File: src/rtl/dp_if.sv
// Memory bus between the datapath (master) and the program/data memory (slave).
// Read data returns in the cycle after the address is presented.
interface dp_if #(
    parameter int ADR_WIDTH  = 6,
    parameter int DATA_WIDTH = 8
);
    logic [ADR_WIDTH-1:0]  adr_o;
    logic [DATA_WIDTH-1:0] dat_o;
    logic                  we_o;
    logic [DATA_WIDTH-1:0] dat_i;

    modport master (output adr_o, output dat_o, output we_o, input dat_i);
    modport slave  (input adr_o, input dat_o, input we_o, output dat_i);
endinterface

File: src/rtl/dp.sv
// Accumulator-machine datapath: PC, MAR, A, D and carry registers plus a NOR/ADD ALU.
// All sequencing decisions come from the external controller via the ctr_* enables.
module dp #(
    parameter int ADR_WIDTH  = 6,
    parameter int OP_WIDTH   = 2,
    parameter int DATA_WIDTH = 8
) (
    input  logic                clk_i,
    input  logic                rst_ni,
    input  logic                ctr_marmux_i,
    input  logic [1:0]          ctr_carrymux_i,
    input  logic                ctr_pc_reg_en_i,
    input  logic                ctr_a_reg_en_i,
    input  logic                ctr_mar_reg_en_i,
    input  logic                ctr_d_reg_en_i,
    input  logic                ctr_we_i,
    input  logic [OP_WIDTH-1:0] ctr_aluop_i,
    dp_if.master                mem_if,
    output logic [OP_WIDTH-1:0] op_o,
    output logic                carry_o,
    output logic [ADR_WIDTH-1:0] pc_o
);

    typedef enum logic [1:0] {
        CARRY_KEEP  = 2'b00,
        CARRY_GEN   = 2'b01,
        CARRY_CLR   = 2'b10,
        CARRY_KEEP2 = 2'b11
    } carry_op_e;

    localparam logic [OP_WIDTH-1:0] ALU_NOR = '0;
    localparam logic [OP_WIDTH-1:0] ALU_ADD = OP_WIDTH'(1);

    logic [ADR_WIDTH-1:0]  r_pc;
    logic [ADR_WIDTH-1:0]  r_mar;
    logic [DATA_WIDTH-1:0] r_a;
    logic [DATA_WIDTH-1:0] r_d;
    logic                  r_c;

    logic [DATA_WIDTH:0]   w_sum;
    logic [DATA_WIDTH-1:0] w_alu_res;
    logic                  w_alu_co;
    carry_op_e             w_carry_op;

    assign w_carry_op = carry_op_e'(ctr_carrymux_i);
    assign w_sum      = {1'b0, r_a} + {1'b0, r_d};

    always_comb begin
        w_alu_res = r_a;
        w_alu_co  = r_c;
        if (ctr_aluop_i == ALU_NOR) begin
            w_alu_res = ~(r_a | r_d);
            w_alu_co  = 1'b0;
        end else if (ctr_aluop_i == ALU_ADD) begin
            w_alu_res = w_sum[DATA_WIDTH-1:0];
            w_alu_co  = w_sum[DATA_WIDTH];
        end
    end

    always_ff @(posedge clk_i or negedge rst_ni) begin
        if (!rst_ni) begin
            r_pc  <= '0;
            r_mar <= '0;
            r_a   <= '0;
            r_d   <= '0;
            r_c   <= 1'b0;
        end else begin
            if (ctr_pc_reg_en_i)
                r_pc <= r_mar + ADR_WIDTH'(1);
            if (ctr_mar_reg_en_i)
                r_mar <= ctr_marmux_i ? r_d[ADR_WIDTH-1:0] : r_pc;
            if (ctr_d_reg_en_i)
                r_d <= mem_if.dat_i;
            if (ctr_a_reg_en_i)
                r_a <= w_alu_res;
            // Carry follows its own select, even when A is not being loaded.
            case (w_carry_op)
                CARRY_GEN: r_c <= w_alu_co;
                CARRY_CLR: r_c <= 1'b0;
                default:   r_c <= r_c;
            endcase
        end
    end

    assign mem_if.adr_o = r_mar;
    assign mem_if.dat_o = r_a;
    assign mem_if.we_o  = ctr_we_i;
    assign op_o         = r_d[DATA_WIDTH-1 -: OP_WIDTH];
    assign carry_o      = r_c;
    assign pc_o         = r_pc;

endmodule

File: src/flat_wrapper.sv
// flat-port wrapper written by rule: the top's interface ports become plain ports
module dp_flat 
#(
    parameter int ADR_WIDTH  = 6,
    parameter int OP_WIDTH   = 2,
    parameter int DATA_WIDTH = 8
)
  (clk_i, rst_ni, ctr_marmux_i, ctr_carrymux_i, ctr_pc_reg_en_i, ctr_a_reg_en_i, ctr_mar_reg_en_i, ctr_d_reg_en_i, ctr_we_i, ctr_aluop_i, op_o, carry_o, pc_o, mem_if_adr_o, mem_if_dat_o, mem_if_we_o, mem_if_dat_i);
  dp_if #(.ADR_WIDTH(ADR_WIDTH), .DATA_WIDTH(DATA_WIDTH)) mem_if_i ();
  input  logic clk_i;
  input  logic rst_ni;
  input  logic ctr_marmux_i;
  input  logic [1:0] ctr_carrymux_i;
  input  logic ctr_pc_reg_en_i;
  input  logic ctr_a_reg_en_i;
  input  logic ctr_mar_reg_en_i;
  input  logic ctr_d_reg_en_i;
  input  logic ctr_we_i;
  input  logic [OP_WIDTH-1:0] ctr_aluop_i;
  output logic [OP_WIDTH-1:0] op_o;
  output logic carry_o;
  output logic [ADR_WIDTH-1:0] pc_o;
  output wire logic [$bits(mem_if_i.adr_o)-1:0] mem_if_adr_o;
  output wire logic [$bits(mem_if_i.dat_o)-1:0] mem_if_dat_o;
  output wire logic [$bits(mem_if_i.we_o)-1:0] mem_if_we_o;
  input wire logic [$bits(mem_if_i.dat_i)-1:0] mem_if_dat_i;
  assign mem_if_adr_o = mem_if_i.adr_o;
  assign mem_if_dat_o = mem_if_i.dat_o;
  assign mem_if_we_o = mem_if_i.we_o;
  assign mem_if_i.dat_i = mem_if_dat_i;
  dp #(.ADR_WIDTH(ADR_WIDTH), .OP_WIDTH(OP_WIDTH), .DATA_WIDTH(DATA_WIDTH)) u_core (.clk_i(clk_i), .rst_ni(rst_ni), .ctr_marmux_i(ctr_marmux_i), .ctr_carrymux_i(ctr_carrymux_i), .ctr_pc_reg_en_i(ctr_pc_reg_en_i), .ctr_a_reg_en_i(ctr_a_reg_en_i), .ctr_mar_reg_en_i(ctr_mar_reg_en_i), .ctr_d_reg_en_i(ctr_d_reg_en_i), .ctr_we_i(ctr_we_i), .ctr_aluop_i(ctr_aluop_i), .mem_if(mem_if_i), .op_o(op_o), .carry_o(carry_o), .pc_o(pc_o));
endmodule
File: config.mk
export PLATFORM = sky130hd
export DESIGN_NAME = dp_flat
export DESIGN_NICKNAME = d
export VERILOG_FILES = /design/src/rtl/dp_if.sv /design/src/rtl/dp.sv /design/src/flat_wrapper.sv
export SDC_FILE = /design/constraint.sdc
export NUM_CORES = 1
export LEC_CHECK = 0
export BUFFER_PORTS_ARGS = -buffer_cell sky130_fd_sc_hd__buf_2
export CAP_MARGIN = 5
export CORE_ASPECT_RATIO = 1.5
export CORE_MARGIN = 10
export CORE_UTILIZATION = 55
export DETAILED_ROUTE_END_ITERATION = 8
export PLACE_DENSITY = 0.82
export SLEW_MARGIN = 20
export SYNTH_ARGS = -nofsm -noshare
export SYNTH_HDL_FRONTEND = slang
export SYNTH_SLANG_ARGS = --single-unit
File: constraint.sdc
create_clock -name clk_i -period 4.8 [get_ports clk_i]
set_input_delay 0.96 -clock clk_i [delete_from_list [all_inputs] [get_ports clk_i]]
set_output_delay 0.96 -clock clk_i [all_outputs]
set_load 0.1 [all_outputs]
### Yosys cells after proc, flatten, opt, wreduce, memory -nomap -nowiden

Cells that the tools add are included.

| word-level totals | value |
|---|---|
| register bits after elaboration | 29 |
| bits of input ports | 20 |
| output and inout port bits | 24 |
| word-level logic and storage cells | 24 |

| cells by class | value |
|---|---|
| add/subtract/negate cells | 2 |
| equal/unequal tests | 4 |
| mux-type cells | 6 |
| bitwise gates (word level) | 2 |
| reduce and logical (&&, ||, !) cells | 5 |

Operators by type and width:

| operator | count |
|---|---|
| 2-to-1 mux 8 bit | 2 |
| adder 8 x 8 -> 9 bit | 1 |
| NOT 8 bit | 1 |
| OR 8 bit | 1 |
| adder 6 x 1 -> 6 bit, second input constant | 1 |
| 2-to-1 mux 6 bit | 1 |
| == test 2 x 1 -> 1 bit, second input constant | 2 |
| AND reduction 2 bit | 2 |
| nonzero test 2 bit | 2 |
| inequality test 3 x 1 -> 1 bit, second input constant | 1 |
| == test 2 bit, second input constant | 1 |
| logical NOT 2 bit | 1 |
| 2-to-1 mux 1 bit | 2 |
| one-hot mux 1 bit (2 select lines) | 1 |

### Logic depth before layout (Yosys ltp)

| logic depth | value |
|---|---|
| word-level depth | 4 |
| depth in mapped cells | 8 |
| mapped depth without buffers | 8 |

### Least setup slack after synthesis

Ideal clock, no wire load.

| path | value |
|---|---|
| kind | register -> register |
| start point | register u_core.r_a[2] (netlist: u_core.mem_if.dat_o[2]) |
| end point | register u_core.r_a[5] (netlist: u_core.mem_if.dat_o[5]) |
| setup time | 129 ps |
| data arrival time | 2253 ps |
| required time | 4671 ps |
| path slack | 2418 ps |
| stages on the path, launching flop included | 8 |
| path buffers | 0 |
| clock period less this slack | 2382 ps |
| cells stage by stage | dfrtp_1 -> inv_1 -> ha_1 -> a21oi_1 -> a21oi_1 -> or3_1 -> a311oi_1 -> a21oi_1 |

| between the ends | value |
|---|---|
| longest elaborated chain between the ends | 3 |

Ends and longest elaborated chain:

| item | RTL line | RTL |
|---|---|---|
| start: declaration | dp.sv:36 | `logic [DATA_WIDTH-1:0] r_a;` |
| start signal: assignment | dp.sv:75 | `r_a <= w_alu_res;` |
| adder 8 x 8 -> 9 bit | dp.sv:46 | `assign w_sum = {1'b0, r_a} + {1'b0, r_d};` |
| 2-to-1 mux 8 bit | dp.sv:54 | `end else if (ctr_aluop_i == ALU_ADD) begin` |
| 2-to-1 mux 8 bit | dp.sv:51 | `if (ctr_aluop_i == ALU_NOR) begin` |

Every way passes these cells. The select of a mux whose other input is x is not followed.
A chain may end at the register's enable or synchronous reset.

### Final worst setup path

| path | value |
|---|---|
| start point | register u_core.r_mar[0] (netlist: u_core.mem_if.adr_o[0]) |
| end point | output port mem_if_adr_o[0] |

RTL lines:

| item | RTL line | RTL |
|---|---|---|
| start: declaration | dp.sv:35 | `logic [ADR_WIDTH-1:0] r_mar;` |
| start signal: assignment | dp.sv:71 | `r_mar <= ctr_marmux_i ? r_d[ADR_WIDTH-1:0] : r_pc;` |
| end: declaration | flat_wrapper.sv:23 | `output wire logic [$bits(mem_if_i.adr_o)-1:0] mem_if_adr_o;` |

No word-level cell between the ends.

==> impl_metrics.env <==
export IMPL_ys_ff_latch=29
export IMPL_syn_to_final_growth_pct=17.5
export IMPL_clk_insertion_delay_late_ns=0.28
export IMPL_pre_cts_ws_ns=2.61
export IMPL_maxSlewHeadroom_pct=58.2
export IMPL_hp_class="reg -> reg"
export IMPL_setup_violations=0
export IMPL_dieArea_um2=5890
export IMPL_p_leak_uw=0.00105
export IMPL_tightest_slew_ns=0.627
export IMPL_ios=44
export IMPL_cts_hold_buf=0
export IMPL_grt_overflow_total=0
export IMPL_drt_wl_total_mm=3.77
export IMPL_timing_critical_path_buf_inv=1
export IMPL_globalplace_congestion=0.811
export IMPL_fin_worst_skew_ns=0.00599
export IMPL_path_cells="buf_2"
export IMPL_port_buffers=41
export IMPL_dpl_cell_area_um2=1960
export IMPL_setup_tns_ns=0
export IMPL_avgViaCountPerCell=5.25
export IMPL_drt_iter0_drc=36
export IMPL_finalNonFillerCells=271
export IMPL_post_cts_buffers=0
export IMPL_grt_start_max_net_pins=30
export IMPL_nNetsFinal=268
export IMPL_num_rows=25
export IMPL_synth_cell_types=34
export IMPL_via_count=1424
export IMPL_cts_buffers=5
export IMPL_min_period_ns=2.13
export IMPL_hpwl_mm=2.99
export IMPL_crit_type="reg -> out"
export IMPL_synth_area_um2=1750
export IMPL_detail_route_antenna_nets=0
export IMPL_core_area_um2=3100
export IMPL_vdd_ir_drop_max_uv=333
export IMPL_cts_resized=0
export IMPL_first_pass_iters=4
export IMPL_cts_sinks=29
export IMPL_grt_pass1_wl_mm=6.65
export IMPL_cap_violations=0
export IMPL_cp_top_family="buffers and inverters"
export IMPL_cts_max_path_buffers=2
export IMPL_grtUsageTotal_pct=14.2
export IMPL_synth_fp_nets=230
export IMPL_fin_crit_sh_pct=44.3
export IMPL_final_fill_count=288
export IMPL_synthCells=192
export IMPL_post_drt_wl_per_cell_um=13.9
export IMPL_ys_seq_area_share_pct=41.4
export IMPL_root_buffer="clkbuf_8"
export IMPL_crit_slowest_cell="buf_2"
export IMPL_antenna_found_initial=0
export IMPL_yosys_warnings=0
export IMPL_initial_utilization_pct=56.6
export IMPL_powerDensity_nw_per_um2=624
export IMPL_cts_tree="yes"
export IMPL_status="complete, no violations"
export IMPL_crit_arrival_ns=1.17
export IMPL_start_kind="register"
export IMPL_crit_path_max_incr_delay_ns=0.46
export IMPL_max_freq_ghz=0.471
export IMPL_timing_final_ws_setup_ns=2.67
export IMPL_path_clk_slew_ns=0.06
export IMPL_critPathRequiredTime_ns=3.84
export IMPL_cp_max_fo=5
export IMPL_syn_area_per_cell_um2=9.12
export IMPL_final_area_um2=2060
export IMPL_die_x_um=66.1
export IMPL_ff_latch_area_um2=726
export IMPL_drive_gt1_share_pct=22.1
export IMPL_grt_pass1_vias=1544
export IMPL_diodes=0
export IMPL_placed_cells=263
export IMPL_end_kind="primary output"
export IMPL_rsz0062_at_grt="no"
export IMPL_multi_input_area_um2=908
export IMPL_finalMaxSlewViolations=0
export IMPL_chipHeight_um=89.1
export IMPL_htreeDepth=2
export IMPL_drc=0
export IMPL_hold_viol_final=0
power by group:
group / total [uW] / switching, uW / internal (uW) / leakage [uW]
clock network: 220 / 90.8 / 129 / 0.0000542
logic: 708 / 553 / 155 / 0.000653
registers: 356 / 55.0 / 301 / 0.000343
path summary, 6_finish.rpt:
path                                          end  cells after the start  slack (ns)                   start
hold reg to reg                    u_core.pc_o[0]                      1        0.55  u_core.mem_if.adr_o[0]
setup / recovery                  mem_if_adr_o[0]                      1        2.67  u_core.mem_if.adr_o[0]
max in group asynchronous           u_core.r_d[4]                      1        3.70                  rst_ni
hold / removal                     u_core.pc_o[0]                      1        0.55  u_core.mem_if.adr_o[0]
min in group asynchronous           u_core.r_d[3]                      1        0.70                  rst_ni
setup reg to reg           u_core.mem_if.dat_o[5]                      7        2.91  u_core.mem_if.dat_o[2]
synthesized netlist by cell type:
cell type  number  area (um^2)
a21o_1          1         7.51
a21oi_1        21          105
a311oi_1        1         8.76
a41o_1          1         10.0
and3_1          2         12.5
buf_1           1         3.75
buf_2           1         5.00
buf_4           3         22.5
clkbuf_1        5         18.8
dfrtp_1        29          726
fa_1            1         20.0
ha_1           17          213
inv_1          18         67.6
mux2_2          1         11.3
mux2i_1        10          100
nand2_1        17         63.8
nand2b_1        2         12.5
nand3_1         4         20.0
nand4_1         1         6.26
nor2_1         16         60.1
nor2b_1         4         25.0
nor3b_1         3         22.5
o211ai_1        1         7.51
o21a_1          1         7.51
o21ai_0        17         85.1
o21ai_1         1         5.00
o221ai_1        1         8.76
o22ai_1         2         12.5
o31a_1          1         8.76
or2_2           1         6.26
or3_1           1         6.26
or4b_1          1         10.0
xnor2_1         3         26.3
xor2_1          3         26.3
metal layers:
metal / vias up / track usage, % / wire [um]
met5: - / 0 / 0
met1: 662 / 13.9 / 1420
met4: 0 / 6.31 / 57
met3: 7 / 5.40 / 255
met2: 35 / 25.8 / 2040
li1: 720 / - / -
kinds of logic after synthesis:
family                     after synthesis  share of synthesized area, %
muxes                                   11                          6.36
xor gates and xnor gates                 6                          3.00
DFF                                     29                          41.4
AOI/OAI and AO/OA                       48                          15.2
adders and majority gates               18                          13.3
buffers and inverters                   28                          6.71
and+or+nand+nor                         52                          14.0
cell type report:
class	instances	share of cell area, %
clock buffer	7	4.68
inverter	18	3.28
sequential	29	35.3
multi-input combinational	135	44.1
timing repair buffer	41	9.97
tap	40	2.43
clock inverter	1	0.243
placed cells by master, fill, tap and decap left out, types with 2 or more instances in the layout:
master / count
a21oi_1: 21
and3_1: 2
buf_2: 41
clkbuf_8: 7
dfrtp_1: 29
ha_1: 17
inv_1: 18
mux2i_1: 10
nand2_1: 17
nand2b_1: 2
nand3_1: 4
nor2_1: 16
nor2b_1: 4
nor3b_1: 3
o21ai_0: 17
o22ai_1: 2
xnor2_1: 3
xor2_1: 3
state kept, by name (all words and copies together) (netlist names):
| signal | flops |
|---|---|
| u_core.carry_o | 1 |
| u_core.mem_if.dat_o | 8 |
| u_core.pc_o | 6 |
| u_core.r_d | 8 |
| u_core.mem_if.adr_o | 6 |
per-stage QoR:
stage | hold WS, ns | power, uW | util (%)
6_report | 0.546 | 1280 | 66.5
3_5_place_dp | 0.533 | 1080 | 63.2
4_1_cts | 0.548 | 1300 | 66.5
2_1_floorplan | 0.556 | 950 | -
3_3_place_gp | 0.527 | 1060 | 63.2
5_1_grt | 0.557 | 1360 | 66.5
No activity file was read; power rests on OpenSTA's default activity.
